**src/rtl/fractal_pkg.sv**
```systemverilog
// Shared definitions for the fractal stream buffer: controller state
// encoding and the layout of a packed buffer word.
package fractal_pkg;

    // Controller states: PASS forwards pixels, DROP discards until the next frame start.
    typedef enum logic {
        ST_PASS = 1'b0,
        ST_DROP = 1'b1
    } state_e;

    // Sideband bits stored above the pixel data in each buffer word.
    localparam int unsigned SIDEBAND_BITS = 2;

    // Pixel data always sits at the bottom of the word.
    localparam int unsigned DATA_LSB = 0;

    // Word layout is {line_end, frame_start, data}.
    function automatic int unsigned frame_start_bit(input int unsigned data_width);
        return data_width;
    endfunction

    function automatic int unsigned line_end_bit(input int unsigned data_width);
        return data_width + 1;
    endfunction

    function automatic int unsigned word_width(input int unsigned data_width);
        return data_width + SIDEBAND_BITS;
    endfunction

endpackage

```
**src/rtl/fractal_sync_fifo.sv**
```systemverilog
// Single-clock first-word-fall-through FIFO: storage array, wrapping
// read/write pointers and an occupancy count. Head word is presented
// combinationally whenever the FIFO is non-empty and reads as zero when empty.
module fractal_sync_fifo
    import fractal_pkg::*;
#(
    parameter int DEPTH = 64,
    parameter int WIDTH = 26,
    localparam int AW = $clog2(DEPTH),
    localparam int LW = AW + 1
) (
    input  logic             clk,
    input  logic             rst_n,
    input  logic             wr_en,
    input  logic [WIDTH-1:0] wr_data,
    input  logic             rd_en,
    output logic [WIDTH-1:0] rd_data,
    output logic             valid,
    output logic             full,
    output logic [LW-1:0]    level
);

    localparam logic [AW-1:0] PTR_ONE = 1;
    localparam logic [LW-1:0] LVL_ONE = 1;
    localparam logic [LW-1:0] LVL_MAX = LW'(DEPTH);

    logic [WIDTH-1:0] mem [DEPTH];
    logic [AW-1:0]    wr_ptr;
    logic [AW-1:0]    rd_ptr;
    logic [LW-1:0]    level_q;
    logic             do_wr;
    logic             do_rd;

    assign valid   = (level_q != '0);
    assign full    = (level_q == LVL_MAX);
    assign level   = level_q;
    assign do_wr   = wr_en && !full;
    assign do_rd   = rd_en && valid;
    assign rd_data = valid ? mem[rd_ptr] : '0;

    // Storage array write; contents need no reset because level gates the output.
    always_ff @(posedge clk) begin
        if (do_wr) begin
            mem[wr_ptr] <= wr_data;
        end
    end

    // Pointers wrap naturally at DEPTH (power of two); level tracks net push/pop.
    always_ff @(posedge clk or negedge rst_n) begin
        if (!rst_n) begin
            wr_ptr  <= '0;
            rd_ptr  <= '0;
            level_q <= '0;
        end else begin
            if (do_wr) begin
                wr_ptr <= wr_ptr + PTR_ONE;
            end
            if (do_rd) begin
                rd_ptr <= rd_ptr + PTR_ONE;
            end
            case ({do_wr, do_rd})
                2'b10:   level_q <= level_q + LVL_ONE;
                2'b01:   level_q <= level_q - LVL_ONE;
                default: level_q <= level_q;
            endcase
        end
    end

endmodule

```
**src/rtl/fractal_stream_buffer.sv**
```systemverilog
// Pixel stream buffer: accepts a non-throttled pixel stream, buffers it in a
// FWFT FIFO and emits it as an AXI-Stream video master. On overflow the rest
// of the frame is dropped and buffering resumes at the next frame start.
//
// Handshake: a beat transfers on every rising aclk edge where m_axis_tvalid
// and m_axis_tready are both high; while tvalid is high and tready low the
// tdata/tuser/tlast values hold. The upstream side has no ready: a pixel with
// data_enable_in high is either accepted that edge or discarded.
module fractal_stream_buffer
    import fractal_pkg::*;
#(
    parameter int DEPTH      = 64,
    parameter int DATA_WIDTH = 24
) (
    input  logic                    aclk,
    input  logic                    aresetn,
    input  logic [DATA_WIDTH-1:0]   data_in,
    input  logic                    frame_start_in,
    input  logic                    line_end_in,
    input  logic                    data_enable_in,
    output logic                    m_axis_tvalid,
    output logic [DATA_WIDTH-1:0]   m_axis_tdata,
    output logic                    m_axis_tuser,
    output logic                    m_axis_tlast,
    input  logic                    m_axis_tready,
    output logic                    overflow,
    input  logic                    overflow_clear,
    output logic [$clog2(DEPTH):0]  level,
    output state_e                  dbg_state
);

    localparam int WW     = word_width(DATA_WIDTH);
    localparam int FS_BIT = frame_start_bit(DATA_WIDTH);
    localparam int LE_BIT = line_end_bit(DATA_WIDTH);

    state_e          state_q;
    state_e          state_d;
    logic            accept;
    logic            drop_event;
    logic            pop;
    logic            fifo_full;
    logic [WW-1:0]   wr_word;
    logic [WW-1:0]   rd_word;

    assign wr_word   = {line_end_in, frame_start_in, data_in};
    assign pop       = m_axis_tvalid && m_axis_tready;
    assign dbg_state = state_q;

    assign m_axis_tdata = rd_word[DATA_LSB +: DATA_WIDTH];
    assign m_axis_tuser = rd_word[FS_BIT];
    assign m_axis_tlast = rd_word[LE_BIT];

    fractal_sync_fifo #(
        .DEPTH (DEPTH),
        .WIDTH (WW)
    ) u_fifo (
        .clk     (aclk),
        .rst_n   (aresetn),
        .wr_en   (accept),
        .wr_data (wr_word),
        .rd_en   (pop),
        .rd_data (rd_word),
        .valid   (m_axis_tvalid),
        .full    (fifo_full),
        .level   (level)
    );

    // Drop controller state register.
    always_ff @(posedge aclk or negedge aresetn) begin
        if (!aresetn) begin
            state_q <= ST_PASS;
        end else begin
            state_q <= state_d;
        end
    end

    // Accept/drop decision; fullness is judged before any same-edge pop.
    always_comb begin
        state_d    = state_q;
        accept     = 1'b0;
        drop_event = 1'b0;
        case (state_q)
            ST_PASS: begin
                if (data_enable_in) begin
                    if (!fifo_full) begin
                        accept = 1'b1;
                    end else begin
                        drop_event = 1'b1;
                        state_d    = ST_DROP;
                    end
                end
            end
            ST_DROP: begin
                if (data_enable_in && frame_start_in && !fifo_full) begin
                    accept  = 1'b1;
                    state_d = ST_PASS;
                end
            end
            default: state_d = ST_PASS;
        endcase
    end

    // Sticky overflow flag; a new drop outranks a simultaneous clear.
    always_ff @(posedge aclk or negedge aresetn) begin
        if (!aresetn) begin
            overflow <= 1'b0;
        end else if (drop_event) begin
            overflow <= 1'b1;
        end else if (overflow_clear) begin
            overflow <= 1'b0;
        end
    end

endmodule

```
**config.mk**
```make
export PLATFORM = sky130hd
export DESIGN_NAME = fractal_stream_buffer
export DESIGN_NICKNAME = d
export VERILOG_FILES = /design/src/rtl/fractal_pkg.sv /design/src/rtl/fractal_sync_fifo.sv /design/src/rtl/fractal_stream_buffer.sv
export SDC_FILE = /design/constraint.sdc
export NUM_CORES = 2
export LEC_CHECK = 0
export ABC_AREA = 1
export CORE_MARGIN = 2
export CORE_UTILIZATION = 36
export CTS_CLUSTER_DIAMETER = 60
export DETAILED_ROUTE_END_ITERATION = 10
export SLEW_MARGIN = 20
export SYNTH_ARGS = -nofsm -noshare
export SYNTH_HDL_FRONTEND = slang
export SYNTH_SLANG_ARGS = --single-unit
```
**constraint.sdc**
```tcl
create_clock -name aclk -period 4.4 [get_ports aclk]
set_input_delay 0.88 -clock aclk [delete_from_list [all_inputs] [get_ports aclk]]
set_output_delay 0.88 -clock aclk [all_outputs]
set_load 0.03 [all_outputs]
```
==> results.cfg <==
[global_route]
grt_pass1_vias = 44800
antenna_found_initial = 6
top_usage_layer = met2
grt_use_met3_pct = 2.93
grt_use_met2_pct = 33.4
track_usage_pct = 20.1
grt_pass1_wl_um = 298000
met1_usage_pct = 27.4
overflow = 0
grt_max_degree = 106

[sta]
tightest_slew_ns = 1.18
finalCriticalPeriod_ns = 4.32
finalHoldViolations = 0
final.setup_skew_ns = 0.0525
fin_crit_sh_pct = 98.3
relSlewSlack_pct = 21.1
setup_viol = 0
final.setup.tns_ns = 0
fmax_ghz = 0.231
setup_slack_ns = 0.0761
slew_violations = 0
rsz0062_at_grt = true

[synth]
yosysTopAreaCellShare_pct = 70.8
yosysSeqAreaShare_pct = 71.5
syn_area_um2 = 70600
synthCells = 6455
ys_seq_elements = 1685
ys.flop_type = edfxtp_1
synth-compound-area-share_pct = 2.34
synth_edf_count = 1664
yosysMostFrequentCell = nand2_1
synth_fa_ha_area_share_pct = 0.0886
yosys.area.top_type = edfxtp_1
synth_mux_area_share_pct = 0
synth_area_leaders = edfxtp_1 (71%), nand2_1 (10%), nand3_1 (6.4%), inv_1 (3.2%), nor2_1 (2.9%)
synth_top_family_by_area = simple AND/OR/NAND/NOR gates
syn_area_per_cell_um2 = 10.9
syn-num-nets = 6491
yosysWarnings = 0
synthTopCellsByCount = nand2_1 (1967), edfxtp_1 (1664), nand3_1 (897)
synth_simple_gate_area_share_pct = 20.1
synth.distinct_cells = 27
async_flop_share_pct = 1.25
synth-xor-area-share_pct = 0.198

[detailed_routing]
ant_nets = 0
drt_iter0_markers = 5672
wl_per_cell_um = 21.7
via_count = 47300
finalWirelength_um = 203000
via_per_inst = 5.06
drc = 0
first_pass_iters = 6

[finish]
syn_to_final_growth_pct = 15.4
nFillCells = 18300
final_core_util_pct = 41.8
multi_input_area_um2 = 16400
seqCellArea_um2 = 50500
drive_gt1_share_pct = 9.19
layout.nets = 6621

[min_path]
min_path_type = input port to async pin

[cts]
clk_pin_slew_ns = 0.06
clk_latency_ns = 0.84
cts_hold_buf = 0
cts_tree = yes
h-tree-depth = 4
cts_buffer_depth = 3
cts_root_buf = clkbuf_16
cts.sinks = 1685
cts_buffers = 173

[status]
status = finished, final reports clean

[placement]
gp_congestion = 0.800
portBuffers = 66
pre_cts_ws_ns = 0.640
place_hpwl_um = 111000

[floorplanning]
die_h_um = 447
fp-row-count = 162
ios = 67
core_area_um2 = 195000
die_area_um2 = 200000
start_util_pct = 36.2
die_w_um = 447

[worst_setup_path]
required_ns = 3.52
critPathMaxFanout = 87
reg2reg_from = u_fifo.level[1]
cp-end-kind = primary output
setup.worst_path.start_class = register
cp.arrival_ns = 3.44
path_class = register to primary output
crit_start = u_fifo.rd_ptr[0]

[job]
cap_violations = 0

[power_and_ir_drop]
power_density_nw_per_um2 = 657
power_leakage_nw = 31.3
irDropWorstVdd_mv = 0.580
## area by class of cell
class	instances	share of cell area, %
sequential	1685	62.0
clock buffer	215	5.54
antenna	3	0.00921
tap	2624	4.03
timing repair buffer	304	4.25
clock inverter	103	1.07
inverter	616	2.91
timing repair inverter	3	0.0322
multi-input combinational	3802	20.2
## report_power, final
group / switching, W / internal, W / total (W)
clock: 0.00628 / 0.00780 / 0.0141
combinational: 0.0142 / 0.00667 / 0.0209
sequential: 0.000275 / 0.0183 / 0.0186
## cells by family (layout without fill, tap and decap cells)
family | count (synthesis) | in the layout
compound gates | 329 | 329
flops | 1685 | 1685
xor+xnor | 16 | 16
buf+inv | 968 | 1241
fa+ha+maj | 5 | 5
other cells | 0 | 3
simple gates | 3452 | 3452
## worst max-delay path, cell delays in order, from the launching register on
cell and delay [ns]:
dfrtp_4 0.48, buf_16 0.30, buf_16 0.33, nand2_1 0.10, nand3_1 0.10, nand2_1 0.08
nand2_1 0.07, nand2_1 0.06, nor2_2 0.29, nand2_1 0.19, nand3_1 0.20, a21oi_1 0.16
buf_12 0.18
## cells in the final DEF, fill, tap and decap left out, drive strengths merged, types with 87 or more instances in the layout
master / count
buf: 286
nor2: 549
clkinv: 87
o21ai: 218
inv: 621
edfxtp: 1664
nand3: 897
a21oi: 108
nand2: 1967
clkbuf: 217
## metal layers
layer	vias up	part of all wire [%]	wire length [µm]
met5	-	0.0064	13
met4	2	2.5	5090
met3	306	7.2	14700
met2	1840	48	98300
met1	23300	42	85200
li1	21900	-	-
## state kept, by name, indices dropped and copies added (netlist names)
| signal | count |
|---|---|
| u_fifo.level | 7 |
| u_fifo.wr_ptr | 6 |
| u_fifo.rd_ptr | 6 |
| u_fifo.mem | 1664 |
| overflow | 1 |
| dbg_state | 1 |
## path summary, 6_finish.rpt
path	end	slack [ns]	cells past startpoint
max	m_axis_tdata[8]	0.08	12
min	u_fifo.level[3]	0.07	1
max reg2reg	u_fifo.level[6]	1.47	17
min reg2reg	overflow	0.50	1
max in group asynchronous	u_fifo.rd_ptr[0]	3.90	1
min in group aclk	u_fifo.mem[10][10]	0.43	1
## metrics by stage
step | total power, W | hold slack (ns) | cell area [µm²] | std cells
6_report | 0.0535 | 0.0651 | 81500 | 9355
5_1_grt | 0.0560 | 0.0811 | 81500 | 9352
4_1_cts | 0.0536 | 0.0266 | 81300 | 9347
3_5_place_dp | 0.0390 | 0.493 | 75600 | 9017
3_3_place_gp | 0.0389 | 0.498 | 75600 | 9017
2_1_floorplan | 0.0305 | 0.490 | 70600 | 6455
## timing repair
item,4_1_cts,5_1_grt
setup buffers,6,2
pin swaps,1,1
resized for setup,29,19
setup endpoints to repair,25,17
gates cloned,6,2
Note: power is estimated with default switching activity, not from simulation.
